==> config.mk <==
export PLATFORM = sky130hd
export DESIGN_NAME = puzzle_entry
export DESIGN_NICKNAME = d
export VERILOG_FILES = /design/src/rtl/puzzle_entry.sv
export SDC_FILE = /design/constraint.sdc
export NUM_CORES = 1
export LEC_CHECK = 0
export ABC_AREA = 1
export BUFFER_PORTS_ARGS = -buffer_cell sky130_fd_sc_hd__buf_2
export CAP_MARGIN = 20
export CORE_ASPECT_RATIO = 0.5
export CORE_MARGIN = 4
export CORE_UTILIZATION = 50
export DETAILED_ROUTE_END_ITERATION = 10
export MAX_ROUTING_LAYER = met4
export PLACE_DENSITY_LB_ADDON = 0.05
export RECOVER_POWER = 50
export SLEW_MARGIN = 15
export SYNTH_ARGS = -nofsm -noshare
export SYNTH_HDL_FRONTEND = slang
export SYNTH_SLANG_ARGS = --single-unit
==> constraint.sdc <==
create_clock -name clk -period 2.7 [get_ports clk]
set_clock_uncertainty 0.05 [all_clocks]
set_input_delay 0 -clock clk [delete_from_list [all_inputs] [get_ports clk]]
set_output_delay 0 -clock clk [all_outputs]
set_load 0.01 [all_outputs]
==> src/rtl/puzzle_entry.sv <==
// puzzle_entry: button-driven editor for the 8-puzzle start board.
// Conditions three raw buttons, lets the user step a cursor over the 3x3
// board and bump tile values, then checks the board for duplicate tiles and
// inversion parity. A valid board is presented with a one-cycle start pulse.
module puzzle_entry #(
  parameter int DEBOUNCE_CYCLES = 16,
  parameter int DB_W            = 20
) (
  input  logic        clk,
  input  logic        rst_n,
  input  logic        btn_inc,
  input  logic        btn_next,
  input  logic        btn_back,
  output logic [35:0] board,
  output logic        board_valid,
  output logic        start,
  output logic [3:0]  cur_pos,
  output logic [3:0]  cur_val,
  output logic [1:0]  err_code
);

  typedef enum logic [2:0] {
    S_EDIT,
    S_CHECK_DUP,
    S_CHECK_PAR,
    S_DONE,
    S_ERROR
  } state_t;

  localparam logic [DB_W-1:0] DB_LAST = DB_W'(DEBOUNCE_CYCLES - 1);

  localparam logic [1:0] ERR_NONE = 2'b00;
  localparam logic [1:0] ERR_DUP  = 2'b01;
  localparam logic [1:0] ERR_PAR  = 2'b10;

  // ---------------------------------------------------------------------
  // Button conditioning; bit 0 = inc, bit 1 = next, bit 2 = back
  // ---------------------------------------------------------------------
  logic [2:0]      btn_raw;
  logic [2:0]      sync1, sync2;
  logic [2:0]      db, db_d;
  logic [2:0]      press;
  logic [DB_W-1:0] db_cnt [3];

  assign btn_raw = {btn_back, btn_next, btn_inc};

  // Synchronize, debounce and edge-detect each button independently.
  always_ff @(posedge clk) begin
    if (!rst_n) begin
      sync1 <= '0;
      sync2 <= '0;
      db    <= '0;
      db_d  <= '0;
      press <= '0;
      for (int b = 0; b < 3; b++) db_cnt[b] <= '0;
    end else begin
      // NOTE: clocked state uses non-blocking assignments so every flop
      // samples the pre-edge value; blocking here would collapse the
      // two synchronizer stages into one.
      sync1 <= btn_raw;
      sync2 <= sync1;
      db_d  <= db;
      press <= db & ~db_d;
      for (int b = 0; b < 3; b++) begin
        if (sync2[b] == db[b]) begin
          db_cnt[b] <= '0;
        end else if (db_cnt[b] == DB_LAST) begin
          db[b]     <= sync2[b];
          db_cnt[b] <= '0;
        end else begin
          db_cnt[b] <= db_cnt[b] + DB_W'(1);
        end
      end
    end
  end

  // Simultaneous presses cancel each other out.
  logic one_press, inc_go, next_go, back_go;
  assign one_press = $onehot(press);
  assign inc_go    = one_press & press[0];
  assign next_go   = one_press & press[1];
  assign back_go   = one_press & press[2];

  // ---------------------------------------------------------------------
  // Board storage and check sequencing
  // ---------------------------------------------------------------------
  state_t     state, state_nx;
  logic [3:0] cells [9];
  logic [3:0] idx;        // CHECK_DUP cell index
  logic [8:0] seen;       // tile values already seen during CHECK_DUP
  logic [3:0] pi, pj;     // CHECK_PAR pair (pi < pj)
  logic       parity;
  logic       dup_hit, par_hit, last_pair;
  logic [3:0] cell_a, cell_b;

  assign dup_hit   = seen[cells[idx]];
  assign cell_a    = cells[pi];
  assign cell_b    = cells[pj];
  assign par_hit   = (cell_a != 4'd0) && (cell_b != 4'd0) && (cell_a > cell_b);
  assign last_pair = (pi == 4'd7) && (pj == 4'd8);

  // State register.
  always_ff @(posedge clk) begin
    if (!rst_n) state <= S_EDIT;
    else        state <= state_nx;
  end

  // Next-state decode.
  always_comb begin
    // NOTE: the default assignment first means every path through the case
    // assigns state_nx, so no latch is inferred.
    state_nx = state;
    case (state)
      S_EDIT:      if (next_go && cur_pos == 4'd8) state_nx = S_CHECK_DUP;
      S_CHECK_DUP: if (dup_hit)                    state_nx = S_ERROR;
                   else if (idx == 4'd8)           state_nx = S_CHECK_PAR;
      S_CHECK_PAR: if (last_pair)                  state_nx = (parity ^ par_hit) ? S_ERROR : S_DONE;
      S_DONE:      if (back_go)                    state_nx = S_EDIT;
      S_ERROR:     if (one_press)                  state_nx = S_EDIT;
      default:                                     state_nx = S_EDIT;
    endcase
  end

  // Cell edits, cursor, check bookkeeping, error code and start pulse.
  always_ff @(posedge clk) begin
    if (!rst_n) begin
      // NOTE: the cell array is only nine nibbles and must come up as the
      // goal board, so it is reset like any other register rather than
      // treated as an unreset memory.
      for (int k = 0; k < 9; k++) cells[k] <= (k == 8) ? 4'd0 : 4'(k + 1);
      cur_pos  <= '0;
      idx      <= '0;
      seen     <= '0;
      pi       <= 4'd0;
      pj       <= 4'd1;
      parity   <= 1'b0;
      err_code <= ERR_NONE;
      start    <= 1'b0;
    end else begin
      start <= (state_nx == S_DONE) && (state != S_DONE);
      case (state)
        S_EDIT: begin
          if (inc_go)
            cells[cur_pos] <= (cells[cur_pos] == 4'd8) ? 4'd0 : cells[cur_pos] + 4'd1;
          if (next_go && cur_pos != 4'd8) cur_pos <= cur_pos + 4'd1;
          if (back_go && cur_pos != 4'd0) cur_pos <= cur_pos - 4'd1;
          if (next_go && cur_pos == 4'd8) begin
            idx  <= '0;
            seen <= '0;
          end
        end
        S_CHECK_DUP: begin
          seen[cells[idx]] <= 1'b1;
          idx              <= idx + 4'd1;
          if (state_nx == S_ERROR) err_code <= ERR_DUP;
          if (state_nx == S_CHECK_PAR) begin
            pi     <= 4'd0;
            pj     <= 4'd1;
            parity <= 1'b0;
          end
        end
        S_CHECK_PAR: begin
          parity <= parity ^ par_hit;
          if (pj == 4'd8) begin
            pi <= pi + 4'd1;
            pj <= pi + 4'd2;
          end else begin
            pj <= pj + 4'd1;
          end
          if (state_nx == S_ERROR) err_code <= ERR_PAR;
        end
        S_DONE: begin
          if (back_go) cur_pos <= '0;
        end
        S_ERROR: begin
          if (one_press) begin
            cur_pos  <= '0;
            err_code <= ERR_NONE;
          end
        end
        default: ;
      endcase
    end
  end

  // Output packing, straight from the cell registers.
  always_comb begin
    board = '0;
    for (int k = 0; k < 9; k++) board[4*k +: 4] = cells[k];
  end

  assign cur_val     = cells[cur_pos];
  assign board_valid = (state == S_DONE);

endmodule

# [Word level (Yosys, flattened, before mapping)]
# Memories as Yosys holds them, arrays and structs flattened. A register that Yosys moved wholly into a read port is not among the register bits.
# Index checks and enable logic that the tools add are counted.
[totals] regBits=47 ramBits=96 input_bits=5 out_inout_bits=48 memories=2
[memory_table] memory="db_cnt" words=3 width=20 rd=3 rd_clocked_by_memory_dff=0 write_ports=3 line="43" rtl="logic [DB_W-1:0] db_cnt [3];"
[memory_table] memory="cells" words=9 width=4 rd=13 rd_clocked_by_memory_dff=4 write_ports=9 line="88" rtl="logic [3:0] cells [9];"
[classes] addsub=12 n_lt_le_gt_ge=3 eq_ne=29 mux=92 bitwise_logic=19 n_reduce_logical=25
[op_table] cell="20-bit two-way mux" count=9
[op_table] cell="4-bit two-way mux" count=20
[op_table] cell="20-bit by 1-bit adder with 20-bit output, second input constant" count=3
[op_table] cell="20-bit by 4-bit == test with 1-bit output, second input constant" count=3
[op_table] cell="1-bit two-way mux" count=42
[op_table] cell="4-bit one-hot mux with 2 select lines" count=3
[op_table] cell="3-bit two-way mux" count=7
[op_table] cell="4-bit by 1-bit adder with 4-bit output, second input constant" count=5
[op_table] cell="9-bit one-hot mux with 2 select lines" count=1
[op_table] cell="4-bit == test, second input constant" count=4
[op_table] cell="3-bit one-hot mux with 5 select lines" count=1
[op_table] cell="3-bit by 2-bit == test with 1-bit output, second input constant" count=4
[op_table] cell="2-bit inequality test, second input constant" count=6
[op_table] cell="4-bit one-hot mux with 3 select lines" count=1
[op_table] cell="4-bit nonzero test" count=3
[op_table] cell="2-bit AND reduction" count=5
[op_table] cell="9-bit two-way mux" count=1
[op_table] cell="1-bit OR" count=9
[op_table] cell="9-bit OR" count=1
[op_table] cell="1-bit logical AND" count=8
[op_table] cell="4-bit AND reduction" count=2
[op_table] cell="3-bit == test, second input constant" count=2
[op_table] cell="2-bit two-way mux" count=3
[op_table] cell="2-bit one-hot mux with 3 select lines" count=1
[op_table] cell="28 further kinds" count=36

# [Depth between registers and ports, before layout]
[logic_depth] depth_word=12 depth_mapped=23 depth_no_buf=21

# [Worst setup path before layout]
# No wires, ideal clock.
[synth_timing] path_type="flip-flop to flip-flop" start="register press[0]" end="register with a tool-made name" setup_ns=0.132 arrival_ns=2.213 path_slack_ns=0.305 stages_incl_launch_ff=14 n_path_buf=0 path_cell_list="dfxtp_1 inv_1 fa_1 nor2_1 inv_1 nor2_1 inv_1 a21oi_2 ha_1 a21oi_1 o21ai_0 xor2_1 a22oi_1 nor2_1"
[synth_lines] item="from (decl)" line="42" rtl="logic [2:0] press;"
[synth_lines] item="from (signal assigned)" line="63" rtl="press <= db & ~db_d;"

==> out/summary.txt <==
status -> finished with violations
failing checks -> setup timing
Worst slew margin -> 59.9%
Hold Slack -> 0.336 ns
Tot Pwr -> 5.77 mW
Seq/Total Area, Yosys -> 45.3%
Worst EP required -> 3.00 ns
Yosys reg bits -> 187
vias in the first global route -> 9,533
Nets -> 1,611
wirelength, routed -> 33.1 mm
overall die area -> 24,600 um^2
global-route wire length before repair -> 51.4 mm
Fin. Hold Viols -> 0
fraction of layout cells with a size suffix above 1 -> 18.6%
Clock Power Share -> 40.7%
Net Sw Frac -> 24.2%
Net Switching -> 1.39 mW
total gr overflow -> 0
r2r endpoint -> err_code[0]$_SDFFE_PN0P_
pre-CTS setup slack -> -0.123 ns
Synth async-reset ratio -> 0%
FF-to-FF setup slack -> -0.07 ns
leak pwr -> 5.58 nW
Hold Crit Depth -> 1
Setup WS post-layout -> -0.0698 ns
WS Path Type -> reg2reg
WP data arrival -> 3.07 ns
Root Buffer Master -> clkbuf_16
Initial Util -> 50.8%
post-synth top area cell -> edfxtp_1
worst-path fanout max -> 11
vias per cell -> 5.42
min cycle time layout -> 2.77 ns
Slew Viols, Final -> 0
H-tree levels -> 4
TritonCTS Buffers -> 17
largest cells by area after synthesis -> edfxtp_1 (34%), dfxtp_1 (11%), nand2_1 (9.5%), inv_1 (6.5%), nand3_1 (6.2%)
mapped cell area -> 11,000 um^2
Hold Path Sink -> press[0]$_SDFF_PN0_
cell area after layout -> 13,300 um^2
antenna cell count -> 0
Most used DFF post-synth -> edfxtp_1
DP Area -> 12,300 um^2
multi-input logic area -> 5420 um^2
via count -> 10,300
Core Area -> 21,600 um^2
Seq pwr share -> 54.5%
Hold/Removal Path Class -> reg2reg
Clk pin slew, worst setup/hold paths -> 0.07 ns
RSZ-0062 raised after global routing -> yes
syn avg cell area -> 7.81 um^2
combinational fraction of design power -> 4.8%
cell with the most instances after synthesis -> nand2_1
remaining antenna violation count -> 0
drt wl/cell -> 17.4 um
Pint -> 4.38 mW
Die Span Y -> 113 um
Yosys top cell area share -> 33.9%
post-synth cell types -> 51
clk_lat worst skew -> 0.45 ns
min-delay src -> db_d[0]$_SDFF_PN0_
Total GRT Usage -> 27.7%
Yosys warnings -> 0
Cell Rows -> 38
EDFF count, synth -> 124
largest net degree at the start of global routing -> 43
startpoint class of the critical path -> flip-flop
Clock Path Buffers -> 2
critical path endpoint category -> flip-flop
CTS tree -> yes
Period Utilization, post-route -> 103%
DP HPWL -> 24.5 mm
port bufs -> 52
Max Freq -> 361 MHz
Post-Syn Instances -> 1,407
final core occ -> 61.7%
PD cells -> 432 nW/um^2
DR iter-0 viols -> 868
Layout area overhead -> 21.4%
CTS sink cnt -> 187
1st-pass router iterations -> 5
Final setup viols -> 2
Commonest cells post-synth -> nand2_1 (278), inv_1 (191), nor2_1 (150)
FF-to-FF path depth -> 21
Top-Level Pins -> 53
filler instances -> 1,933
maximum vdd drop -> 409 uV
placer congestion estimate -> 0.951
Die Span X -> 218 um
initial antenna violation count -> 0
max capacitance violation total -> 0
Residual DRC -> 0
Tightest Pin Transition -> 0.596 ns
sequential cell area -> 4990 um^2
timing repair:
| item | CTS | global route |
|---|---|---|
| cloned | 1 | 3 |
| endpoints found under the hold margin | 6 | 0 |
| hold buffers | 7 | 0 |
| endpoints found under the setup margin | 21 | 104 |
| setup buffers | 0 | 6 |
| pin swaps | 0 | 38 |
| resized for setup | 8 | 74 |
power groups by stage:
stage | Combinational, mW | Sequential (mW) | Clock (mW)
floorplan | 0.149 | 3.20 | 0
global placement | 0.248 | 3.21 | 0
detailed placement | 0.251 | 3.21 | 0
CTS | 0.261 | 3.15 | 2.38
global route | 0.310 | 3.15 | 2.50
finish | 0.276 | 3.15 | 2.35
per-stage QoR:
stage | setup TNS, ns | instances
2_1_floorplan | 0 | 1466
3_3_place_gp | -0.0734 | 1851
3_5_place_dp | -0.459 | 1851
4_1_cts | -0.0134 | 1890
5_1_grt | -1.61 | 1899
6_report | -0.125 | 1899
registers in the layout (all words and copies together), names as in the netlist, named ones only:
name and flops:
cells 64, db_cnt 60, seen 9, cur_pos 4
idx 4, pi 4, pj 4, db 3
db_d 3, press 3, state 3, sync1 3
sync2 3, err_code 2, parity 1, start 1
layout by cell type, fill, tap and decap left out, drive strengths merged:
master,n
clkinv,9
conb,60
o21ai,81
a22oi,4
o311ai,1
or2,3
nor3b,7
a21o,1
inv,205
a21oi,112
buf,145
a31oi,3
ha,17
xnor2,4
o211a,1
nand4,16
fa,2
nor2,161
xor2,12
clkbuf,24
o211ai,31
dfxtp,63
nand3,147
o21a,7
a211oi,5
edfxtp,124
o2111ai,2
o21bai,2
clkinvlp,3
nor4,11
o221ai,8
nand2,287
a32oi,6
nor3,28
dlygate4sd3,7
worst max-delay path: stages, from the launching register on:
cell and delay, ns:
dfxtp_4 0.37, buf_12 0.15, buf_12 0.13, nand2_1 0.06
o211ai_1 0.09, nand3_1 0.09, nand3_1 0.16, nand2_1 0.15
inv_1 0.05, ha_1 0.20, nor2_2 0.10, o21bai_1 0.07
a22oi_2 0.21, nand3_1 0.11, nand2_2 0.08, nand3_2 0.10
nand2_2 0.12, nand2_2 0.07, nand3_4 0.11, nand2_1 0.06
nand2_1 0.05, nor2_1 0.05
worst max-delay path by stage:
stage,endpoint,depth (start not counted),slack [ns],startpoint
2_1_floorplan,flip-flop,13,0.30,press[0]$_SDFF_PN0_
3_3_place_gp,err_code[1]$_SDFFE_PN0P_,21,-0.04,flip-flop
3_5_place_dp,err_code[0]$_SDFFE_PN0P_,20,-0.12,flip-flop
4_1_cts,err_code[0]$_SDFFE_PN0P_,19,-0.01,flip-flop
5_1_grt,err_code[0]$_SDFFE_PN0P_,20,-0.24,flip-flop
6_report,err_code[0]$_SDFFE_PN0P_,21,-0.07,flip-flop
per-layer routing:
metal | vias up | GRT usage, % | routed length [um]
li1 | 5035 | - | -
met1 | 4837 | 37.3 | 15000
met2 | 349 | 42.6 | 15000
met3 | 68 | 4.59 | 2170
met4 | 0 | 10.4 | 964
met5 | - | - | 0
layout make-up:
type,instances,area share (%)
multi-input combinational,1019,40.6
clock inverter,11,0.684
clock buffer,20,3.27
timing repair buffer,156,9.25
inverter,206,5.94
sequential,187,37.4
tap,300,2.81
cell families (layout without fill, tap and decap cells):
logic type / after synthesis / count (layout) / synth area share [%]
AO/OA/AOI/OAI: 264 / 264 / 14.1
adder cells (fa/ha/maj): 19 / 19 / 2.30
AND/OR/NAND/NOR: 660 / 660 / 27.4
buffers and inverters: 260 / 393 / 9.55
flip-flops: 187 / 187 / 45.3
other: 1 / 60 / 0.0341
XOR/XNOR: 16 / 16 / 1.27
(Power assumes the default switching activity.)
